--- src/rtl/id_ex_operand_stage_pkg.sv ---
// Shared constants for the ID/EX operand stage.
// Default widths, the zero register index and the control bubble.
package id_ex_operand_stage_pkg;

  localparam int DEF_DATA_W     = 32;
  localparam int DEF_REG_ADDR_W = 5;
  localparam int DEF_CTRL_W     = 16;

  localparam logic [DEF_REG_ADDR_W-1:0] REG_ZERO = 5'd0;

  localparam logic [DEF_CTRL_W-1:0] CTRL_BUBBLE = '0;

endpackage

--- src/rtl/id_ex_operand_stage_operand_bypass_mux.sv ---
// Single-source operand resolution: r0, then MEM, then WB, then RF.
// WB bypass exists because the RF commits on the same clk edge.
module operand_bypass_mux
  import id_ex_operand_stage_pkg::*;
#(
  parameter int DATA_W     = DEF_DATA_W,
  parameter int REG_ADDR_W = DEF_REG_ADDR_W
) (
  input  logic [REG_ADDR_W-1:0] src,
  input  logic [DATA_W-1:0]     rf_data,
  input  logic                  mem_fwd_en,
  input  logic [REG_ADDR_W-1:0] mem_dest,
  input  logic [DATA_W-1:0]     mem_data,
  input  logic                  wb_reg_write,
  input  logic [REG_ADDR_W-1:0] wb_write_register,
  input  logic [DATA_W-1:0]     wb_write_data,
  output logic [DATA_W-1:0]     operand
);

  always_comb begin
    operand = rf_data;
    if (src == REG_ADDR_W'(REG_ZERO)) begin
      operand = '0;
    end else if (mem_fwd_en && mem_dest == src) begin
      operand = mem_data;
    end else if (wb_reg_write &&
                 wb_write_register == src) begin
      operand = wb_write_data;
    end
  end

endmodule

--- src/rtl/id_ex_operand_stage.sv ---
// ID/EX operand stage: bypass, load-use hazard, pipeline register.
// Optional OPF_STALL_CNT_EN adds a hazard-stall cycle counter.
module id_ex_operand_stage
  import id_ex_operand_stage_pkg::*;
#(
  parameter int DATA_W     = DEF_DATA_W,
  parameter int REG_ADDR_W = DEF_REG_ADDR_W,
  parameter int CTRL_W     = DEF_CTRL_W
) (
  input  logic                  clk,
  input  logic                  reset,
  input  logic                  i_id_valid,
  input  logic [REG_ADDR_W-1:0] i_rs,
  input  logic [REG_ADDR_W-1:0] i_rt,
  input  logic                  i_use_rs,
  input  logic                  i_use_rt,
  input  logic [REG_ADDR_W-1:0] i_dest,
  input  logic [DATA_W-1:0]     i_imm,
  input  logic [CTRL_W-1:0]     i_ctrl,
  input  logic                  i_mem_read,
  input  logic [DATA_W-1:0]     i_rf_data1,
  input  logic [DATA_W-1:0]     i_rf_data2,
  input  logic                  i_mem_fwd_en,
  input  logic                  i_mem_load_pending,
  input  logic [REG_ADDR_W-1:0] i_mem_dest,
  input  logic [DATA_W-1:0]     i_mem_data,
  input  logic                  i_wb_reg_write,
  input  logic [REG_ADDR_W-1:0] i_wb_write_register,
  input  logic [DATA_W-1:0]     i_wb_write_data,
  input  logic                  i_ex_stall,
  input  logic                  i_flush,
  output logic                  o_id_stall,
  output logic                  o_ex_valid,
  output logic [DATA_W-1:0]     o_ex_rs_data,
  output logic [DATA_W-1:0]     o_ex_rt_data,
  output logic [DATA_W-1:0]     o_ex_imm,
  output logic [REG_ADDR_W-1:0] o_ex_dest,
  output logic [CTRL_W-1:0]     o_ex_ctrl,
`ifdef OPF_STALL_CNT_EN
  output logic                  o_ex_mem_read,
  output logic [31:0]           o_stall_count
`else
  output logic                  o_ex_mem_read
`endif
);

  localparam logic [REG_ADDR_W-1:0] RZ =
    REG_ADDR_W'(REG_ZERO);
  localparam logic [CTRL_W-1:0] CB =
    CTRL_W'(CTRL_BUBBLE);

  logic [DATA_W-1:0] rs_op;
  logic [DATA_W-1:0] rt_op;
  logic              rs_match;
  logic              rt_match;
  logic              hz;

  operand_bypass_mux #(
    .DATA_W     (DATA_W),
    .REG_ADDR_W (REG_ADDR_W)
  ) u_rs_mux (
    .src               (i_rs),
    .rf_data           (i_rf_data1),
    .mem_fwd_en        (i_mem_fwd_en),
    .mem_dest          (i_mem_dest),
    .mem_data          (i_mem_data),
    .wb_reg_write      (i_wb_reg_write),
    .wb_write_register (i_wb_write_register),
    .wb_write_data     (i_wb_write_data),
    .operand           (rs_op)
  );

  operand_bypass_mux #(
    .DATA_W     (DATA_W),
    .REG_ADDR_W (REG_ADDR_W)
  ) u_rt_mux (
    .src               (i_rt),
    .rf_data           (i_rf_data2),
    .mem_fwd_en        (i_mem_fwd_en),
    .mem_dest          (i_mem_dest),
    .mem_data          (i_mem_data),
    .wb_reg_write      (i_wb_reg_write),
    .wb_write_register (i_wb_write_register),
    .wb_write_data     (i_wb_write_data),
    .operand           (rt_op)
  );

  // A load in EX or a still-pending load in MEM cannot be bypassed.
  always_comb begin
    rs_match =
      (o_ex_valid && o_ex_mem_read && o_ex_dest == i_rs) ||
      (i_mem_load_pending && i_mem_dest == i_rs);
    rt_match =
      (o_ex_valid && o_ex_mem_read && o_ex_dest == i_rt) ||
      (i_mem_load_pending && i_mem_dest == i_rt);
    hz = i_id_valid &&
         ((i_use_rs && i_rs != RZ && rs_match) ||
          (i_use_rt && i_rt != RZ && rt_match));
    o_id_stall = !i_flush && (i_ex_stall || hz);
  end

  always_ff @(posedge clk or posedge reset) begin
    if (reset) begin
      o_ex_valid    <= 1'b0;
      o_ex_rs_data  <= '0;
      o_ex_rt_data  <= '0;
      o_ex_imm      <= '0;
      o_ex_dest     <= '0;
      o_ex_ctrl     <= '0;
      o_ex_mem_read <= 1'b0;
    end else if (i_flush || (!i_ex_stall && hz)) begin
      o_ex_valid    <= 1'b0;
      o_ex_rs_data  <= '0;
      o_ex_rt_data  <= '0;
      o_ex_imm      <= '0;
      o_ex_dest     <= RZ;
      o_ex_ctrl     <= CB;
      o_ex_mem_read <= 1'b0;
    end else if (!i_ex_stall) begin
      o_ex_valid    <= i_id_valid;
      o_ex_rs_data  <= rs_op;
      o_ex_rt_data  <= rt_op;
      o_ex_imm      <= i_imm;
      o_ex_dest     <= i_id_valid ? i_dest : RZ;
      o_ex_ctrl     <= i_id_valid ? i_ctrl : CB;
      o_ex_mem_read <= i_id_valid && i_mem_read;
    end
  end

`ifdef OPF_STALL_CNT_EN
  always_ff @(posedge clk or posedge reset) begin
    if (reset) begin
      o_stall_count <= '0;
    end else if (hz && !i_ex_stall && !i_flush) begin
      o_stall_count <= o_stall_count + 32'd1;
    end
  end
`endif

endmodule

--- config.mk ---
export PLATFORM = sky130hd
export DESIGN_NAME = id_ex_operand_stage
export DESIGN_NICKNAME = d
export VERILOG_FILES = /design/src/rtl/id_ex_operand_stage_pkg.sv /design/src/rtl/id_ex_operand_stage_operand_bypass_mux.sv /design/src/rtl/id_ex_operand_stage.sv
export SDC_FILE = /design/constraint.sdc
export NUM_CORES = 1
export LEC_CHECK = 0
export ABC_AREA = 1
export ABC_CLOCK_PERIOD_IN_PS = 6100
export CORE_ASPECT_RATIO = 1.5
export CORE_MARGIN = 8
export CORE_UTILIZATION = 57
export DETAILED_ROUTE_END_ITERATION = 8
export DONT_BUFFER_PORTS = 1
export GPL_TIMING_DRIVEN = 1
export PLACE_DENSITY_LB_ADDON = 0.25
export SLEW_MARGIN = 10
export SYNTH_ARGS = -nofsm -noshare
export SYNTH_HDL_FRONTEND = slang
export SYNTH_HIERARCHICAL = 1
export SYNTH_SLANG_ARGS = --single-unit
--- constraint.sdc ---
create_clock -name clk -period 6.1 [get_ports clk]
set_clock_uncertainty 0.05 [all_clocks]
set_input_delay 1.83 -clock clk [delete_from_list [all_inputs] [get_ports clk]]
set_output_delay 1.83 -clock clk [all_outputs]
set_load 0.02 [all_outputs]
Word-level counts from Yosys, hierarchy flattened:

Cells that the tools add are included.

* register bits after elaboration: 119
* bits in latches: 0
* bits in writable memories: 0
* bits in read-only memories: 0
* input bits: 212
* output and inout bits: 120
* memories: 0

* $add $sub $neg: 0
* multiply operators: 0
* div/mod/pow operators: 0
* $lt $le $gt $ge: 0
* equal/unequal tests: 7
* shift operators: 0
* mux-type cells: 22
* bitwise gates (word level): 0
* reductions and logical operators: 28

Operators with widths (number)
* $mux W32: 12
* $mux W16: 3
* $eq A5 B5 Y1: 6
* $logic_and A1 B1 Y1: 17
* $mux W5: 3
* $logic_not A5 Y1: 2
* $reduce_bool A5 Y1: 2
* $logic_or A1 B1 Y1: 5
* $mux W1: 4
* $logic_not A1 Y1: 2
* $ne A2 B1 Y1 const B: 1

Depth between registers and ports, before layout:

* word-level depth: 9
* depth in mapped cells: 12
* gate-level depth less buffers: 11

Cells and area by module:

Netlist, hierarchy kept.

By module, submodules not included
* id_ex_operand_stage: times used 1, cells each 685, area each 5656.7 um^2, seq. area each 2977.9 um^2
* operand_bypass_mux: times used 2, cells each 299, area each 1411.4 um^2, seq. area each 0.0 um^2

Least setup slack after synthesis:

OpenSTA, ideal clock, no wires.

* path kind: in2out
* start point: in i_rs[0]
* end point: out o_id_stall
* arrival time: 2.840 ns
* data required time: 4.220 ns
* path slack: 1.380 ns
* stages: 11
* buffers on the path: 1
* path through: inv_1 -> nand2_1 -> nand2_1 -> nor2_1 -> nand3_1 -> nand2_1 -> nand2_1 -> nand2_2 -> nand2_8 -> clkbuf_8 -> a21oi_2

* cells in the longest elaborated chain, start to end: 8

Ends and longest elaborated chain
* start: declaration: RTL line id_ex_operand_stage.sv:13 `input logic [REG_ADDR_W-1:0] i_rs,`
* $eq A5 B5 Y1, on equally long branches: RTL line id_ex_operand_stage.sv:91, id_ex_operand_stage.sv:92
* $logic_and A1 B1 Y1, on equally long branches: RTL line id_ex_operand_stage.sv:91, id_ex_operand_stage.sv:92
* $logic_or A1 B1 Y1: RTL line id_ex_operand_stage.sv:91 `(o_ex_valid && o_ex_mem_read && o_ex_dest == i_rs) ||`
* $logic_and A1 B1 Y1 (*): RTL line id_ex_operand_stage.sv:97 `((i_use_rs && i_rs != RZ && rs_match) ||`
* $logic_or A1 B1 Y1 (*): RTL line id_ex_operand_stage.sv:97
* $logic_and A1 B1 Y1 (*): RTL line id_ex_operand_stage.sv:96 `hz = i_id_valid &&`
* $logic_or A1 B1 Y1 (*): RTL line id_ex_operand_stage.sv:99 `o_id_stall = !i_flush && (i_ex_stall || hz);`
* $logic_and A1 B1 Y1 (*): RTL line id_ex_operand_stage.sv:99
* end: declaration: RTL line id_ex_operand_stage.sv:32 `output logic o_id_stall,`

Mark *: on every way between the ends. The rest lies on a longest branch, timed or not.

Worst setup path after layout:

* start point: in i_rt[0]
* end point: out o_id_stall

* cells in the longest elaborated chain, start to end: 8

Ends and longest elaborated chain
* start: declaration: RTL line id_ex_operand_stage.sv:14 `input logic [REG_ADDR_W-1:0] i_rt,`
* $eq A5 B5 Y1, on equally long branches: RTL line id_ex_operand_stage.sv:94, id_ex_operand_stage.sv:95
* $logic_and A1 B1 Y1, on equally long branches: RTL line id_ex_operand_stage.sv:94, id_ex_operand_stage.sv:95
* $logic_or A1 B1 Y1: RTL line id_ex_operand_stage.sv:94 `(o_ex_valid && o_ex_mem_read && o_ex_dest == i_rt) ||`
* $logic_and A1 B1 Y1 (*): RTL line id_ex_operand_stage.sv:98 `(i_use_rt && i_rt != RZ && rt_match));`
* $logic_or A1 B1 Y1 (*): RTL line id_ex_operand_stage.sv:97
* $logic_and A1 B1 Y1 (*): RTL line id_ex_operand_stage.sv:96
* $logic_or A1 B1 Y1 (*): RTL line id_ex_operand_stage.sv:99
* $logic_and A1 B1 Y1 (*): RTL line id_ex_operand_stage.sv:99

Marks and branches as above.

==> report_table.html <==
<table>
<tr><th>Metric</th><th>Value</th></tr>
<tr><th colspan="2">Run status</th></tr>
<tr><td>Outcome</td><td>complete, no violations</td></tr>
<tr><th colspan="2">Power</th></tr>
<tr><td>Power, Total</td><td>2.28 mW</td></tr>
<tr><td>Worst vdd rail ir drop</td><td>180 uV</td></tr>
<tr><td>Total power density per cell area</td><td>258 nW/um2</td></tr>
<tr><td>Leak</td><td>5.00 nW</td></tr>
<tr><th colspan="2">STA</th></tr>
<tr><td>Setup repair after global routing missed its margin</td><td>false</td></tr>
<tr><td>Accumulated negative setup slack</td><td>0 ps</td></tr>
<tr><td>Maximum frequency from static timing analysis</td><td>214 MHz</td></tr>
<tr><td>Crit path setup slack, layout</td><td>1420 ps</td></tr>
<tr><td>Fin. max-slew vios</td><td>0</td></tr>
<tr><td>Setup violations, final</td><td>0</td></tr>
<tr><td>Worst max-slew margin expressed relative to the limit</td><td>35.3%</td></tr>
<tr><td>Transition time at the pin with the least slew margin</td><td>970 ps</td></tr>
<tr><td>Hold Fails Final Rpt</td><td>0</td></tr>
<tr><td>Fin crit period</td><td>4680 ps</td></tr>
<tr><td>Worst Hold Margin</td><td>580 ps</td></tr>
<tr><td>Final clock period utilization by the worst path</td><td>76.8%</td></tr>
<tr><th colspan="2">Worst setup path</th></tr>
<tr><td>Worst path slowest cell</td><td>sky130_fd_sc_hd__a21oi_2</td></tr>
<tr><td>Worst Path Max Fanout</td><td>7</td></tr>
<tr><td>Capturing element type of the critical path</td><td>output port</td></tr>
<tr><td>Max stage delay on crit path</td><td>270 ps</td></tr>
<tr><td>Required time of the critical path</td><td>4220 ps</td></tr>
<tr><td>Worst Path Class, Setup</td><td>in -&gt; out</td></tr>
<tr><td>Bufs and invs on worst path</td><td>1</td></tr>
<tr><td>Family with the most delay on the worst path</td><td>simple AND/OR/NAND/NOR gates</td></tr>
<tr><td>CP Launch Type</td><td>input pin</td></tr>
<tr><td>Most common cell on crit path</td><td>sky130_fd_sc_hd__nand2_1</td></tr>
<tr><td>Arrival time of the worst setup path</td><td>2800 ps</td></tr>
<tr><td>List of cells traversed by the critical path</td><td>inv_1, nand2_1, nand2_1, nor2_1, nand3_1, nand2_1, nand2_1, nand2_2, nand2_8, a21oi_2</td></tr>
<tr><th colspan="2">Global route</th></tr>
<tr><td>Largest net degree at the start of global routing</td><td>82</td></tr>
<tr><td>Number of antenna violations at the first check in global routing</td><td>1</td></tr>
<tr><td>First-pass GRT wire length</td><td>45500 um</td></tr>
<tr><td>Total routing resource utilization after global routing</td><td>31.1%</td></tr>
<tr><td>Overflow left after global routing</td><td>0</td></tr>
<tr><td>Via count of the first global-routing pass</td><td>7817</td></tr>
<tr><th colspan="2">Cells and area</th></tr>
<tr><td>Final nets</td><td>1432</td></tr>
<tr><td>Synth-to-layout area growth</td><td>4.16%</td></tr>
<tr><td>Fraction of the core area covered by cells at the end of the flow</td><td>60.8%</td></tr>
<tr><td>Final standard cell count with taps included and fillers excluded</td><td>1430</td></tr>
<tr><td>Share of cells above drive strength 1</td><td>11.6%</td></tr>
<tr><td>Post-route design area</td><td>8830 um2</td></tr>
<tr><th colspan="2">Synthesis</th></tr>
<tr><td>Seq cells post-synth</td><td>119</td></tr>
<tr><td>Post-synthesis area per instance</td><td>6.61 um2</td></tr>
<tr><td>Number of distinct library cells after synthesis</td><td>26</td></tr>
<tr><td>Synthesized netlist cell count</td><td>1283</td></tr>
<tr><td>Yosys warns</td><td>6</td></tr>
<tr><td>Sequential fraction of the synthesis area</td><td>35.1%</td></tr>
<tr><td>Combined area of all synthesized cells</td><td>8480 um2</td></tr>
<tr><td>Net Count, Synth</td><td>1495</td></tr>
<tr><th colspan="2">Clocking</th></tr>
<tr><td>Count of hold-fix buffers inserted at cts</td><td>0</td></tr>
<tr><td>Resized Gates After CTS</td><td>0</td></tr>
<tr><td>Latest clock arrival within the worst-skew pair</td><td>400 ps</td></tr>
<tr><td>Clock-pin slew on the worst setup and hold paths</td><td>60 ps</td></tr>
<tr><td>Number of buffers added by the clock tree synthesis step</td><td>17</td></tr>
<tr><td>Deepest level of the CTS H-tree</td><td>4</td></tr>
<tr><td>Total setup buffers inserted after CTS</td><td>0</td></tr>
<tr><td>Clock tree from TritonCTS</td><td>yes</td></tr>
<tr><td>Buffers from clock root to sink, at most</td><td>2</td></tr>
<tr><td>Sink count of the clock tree</td><td>119</td></tr>
<tr><td>Root Driver</td><td>sky130_fd_sc_hd__clkbuf_16</td></tr>
<tr><th colspan="2">Floorplanning</th></tr>
<tr><td>Cell row count</td><td>54</td></tr>
<tr><td>I/O pin count</td><td>332</td></tr>
<tr><td>CORE AREA</td><td>14500 um2</td></tr>
<tr><td>Die Y</td><td>165 um</td></tr>
<tr><td>Starting Density</td><td>58.4%</td></tr>
<tr><td>Die Footprint</td><td>19100 um2</td></tr>
<tr><td>X dimension of the die</td><td>116 um</td></tr>
<tr><th colspan="2">Placement</th></tr>
<tr><td>Final RePlAce weighted congestion</td><td>0.947</td></tr>
<tr><td>Cell Area, Placed</td><td>8230 um2</td></tr>
<tr><td>Placed insts</td><td>1397</td></tr>
<tr><td>Number of port buffers</td><td>0</td></tr>
<tr><td>Placement-stage worst setup slack</td><td>1430 ps</td></tr>
<tr><td>Total half-perimeter wirelength after legalization and detailed placement</td><td>21800 um</td></tr>
<tr><th colspan="2">Detailed routing</th></tr>
<tr><td>DRC Markers</td><td>0</td></tr>
<tr><td>Detailed Route WL</td><td>30400 um</td></tr>
<tr><td>Vias post-DR</td><td>8282</td></tr>
<tr><td>Per-cell via count in the routed design</td><td>5.79</td></tr>
<tr><td>Pre-Repair DR Iteration Count</td><td>5</td></tr>
<tr><td>Violation count after the first detailed-routing iteration</td><td>981</td></tr>
<tr><td>Average wire length per cell after detail routing</td><td>21.3 um</td></tr>
<tr><td>Remaining antenna violation count after routing</td><td>0</td></tr>
<tr><th colspan="2">Min path</th></tr>
<tr><td>Class of the tightest hold or removal check</td><td>reg -&gt; reg</td></tr>
<tr><th colspan="2">Job</th></tr>
<tr><td>Reported max-cap violation count</td><td>0</td></tr>
</table>
layout make-up:
cell class,instances,area (um2)
Antenna cell,1,2.50
Clock buffer,18,429
Clock inverter,14,174
Fill cell,1406,5690
Inverter,140,531
Multi-Input combinational cell,934,4400
Sequential cell,119,2980
Tap cell,196,245
Timing Repair Buffer,8,72.6
synthesized netlist by cell type:
library cell / instances / area [um2]
sky130_fd_sc_hd__buf_12: 1 / 20.0
sky130_fd_sc_hd__inv_1: 126 / 473
sky130_fd_sc_hd__a21oi_2: 1 / 8.76
sky130_fd_sc_hd__nand3_1: 70 / 350
sky130_fd_sc_hd__nand2_2: 1 / 6.26
sky130_fd_sc_hd__nor2_2: 40 / 250
sky130_fd_sc_hd__o21ai_1: 1 / 5.00
sky130_fd_sc_hd__nand4_1: 144 / 901
sky130_fd_sc_hd__nand2_4: 1 / 11.3
sky130_fd_sc_hd__clkbuf_1: 29 / 109
sky130_fd_sc_hd__buf_6: 13 / 146
sky130_fd_sc_hd__nor2_4: 6 / 67.6
sky130_fd_sc_hd__clkbuf_8: 7 / 96.3
sky130_fd_sc_hd__o21ai_2: 30 / 263
sky130_fd_sc_hd__o21ai_0: 12 / 60.1
sky130_fd_sc_hd__nor2_1: 115 / 432
sky130_fd_sc_hd__buf_2: 29 / 145
sky130_fd_sc_hd__nand2_1: 505 / 1900
sky130_fd_sc_hd__buf_8: 3 / 45.0
sky130_fd_sc_hd__dfrtp_1: 119 / 2980
sky130_fd_sc_hd__nand3_4: 4 / 70.1
sky130_fd_sc_hd__buf_1: 7 / 26.3
sky130_fd_sc_hd__nand2_8: 2 / 40.0
sky130_fd_sc_hd__buf_4: 1 / 7.51
sky130_fd_sc_hd__nor3_2: 2 / 20.0
sky130_fd_sc_hd__inv_2: 14 / 52.6
worst register-to-register path: stages, from the launching register on:
cell and delay [ps]:
sky130_fd_sc_hd__dfrtp_1 560, sky130_fd_sc_hd__inv_1 180, sky130_fd_sc_hd__nand2_1 70, sky130_fd_sc_hd__nand2_1 70, sky130_fd_sc_hd__nor2_1 40, sky130_fd_sc_hd__nand3_1 90
sky130_fd_sc_hd__nand2_1 60, sky130_fd_sc_hd__nand2_1 80, sky130_fd_sc_hd__nand2_2 100, sky130_fd_sc_hd__nand2_8 70, sky130_fd_sc_hd__buf_4 660, sky130_fd_sc_hd__nand2_8 480
sky130_fd_sc_hd__o21ai_0 310
cells in the final DEF, fill, tap and decap left out, drive strengths merged:
cell type	instances
bufinv	3
o21ai	43
inv	143
nand4	144
dfrtp	119
diode	1
buf	8
a21oi	1
clkinv	7
nand2	509
clkinvlp	1
nand3	74
nor3	2
nor2	161
clkbuf	18
final timing paths:
path	startpoint	endpoint	slack, ps	depth (start not counted)
setup / recovery	i_rt[0]	o_id_stall	1420	10
hold / removal	o_ex_ctrl[13]	o_ex_ctrl[13]	580	2
setup reg to reg	o_ex_dest[4]	o_ex_rs_data[27]	3180	12
hold reg to reg	o_ex_ctrl[13]	o_ex_ctrl[13]	580	2
max in group asynchronous	reset	o_ex_imm[24]	3370	2
min in group asynchronous	reset	o_ex_ctrl[0]	1470	1
state kept, by name (all words and copies together), names as in the netlist:
register / cells
o_ex_mem_read: 1
o_ex_rs_data: 32
o_ex_imm: 32
o_ex_ctrl: 16
o_ex_rt_data: 32
o_ex_valid: 1
o_ex_dest: 5
logic make-up (layout without fill, tap and decap cells):
logic type | Yosys count | in the layout | share of synthesized area [%]
AND/OR/NAND/NOR | 890 | 890 | 47.7
buffers and inverters | 230 | 180 | 13.2
flip-flops | 119 | 119 | 35.1
AO/OA/AOI/OAI | 44 | 44 | 3.97
other | 0 | 1 | 0
per-layer routing:
layer / global-route usage (%) / up-vias / part of all wire (%)
met5: 0 / - / 0
met2: 49.3 / 493 / 47
met3: 12.3 / 97 / 12
met4: 19.6 / 0 / 6.0
li1: - / 3943 / -
met1: 34.2 / 3749 / 35
where the power goes:
group	total, mW	switching [mW]	internal [mW]
Clock	1.03	0.383	0.646
Combinational	0.306	0.217	0.0896
Sequential	0.940	0.105	0.836
Total	2.28	0.705	1.57
Note: power is estimated with default switching activity, not from simulation.
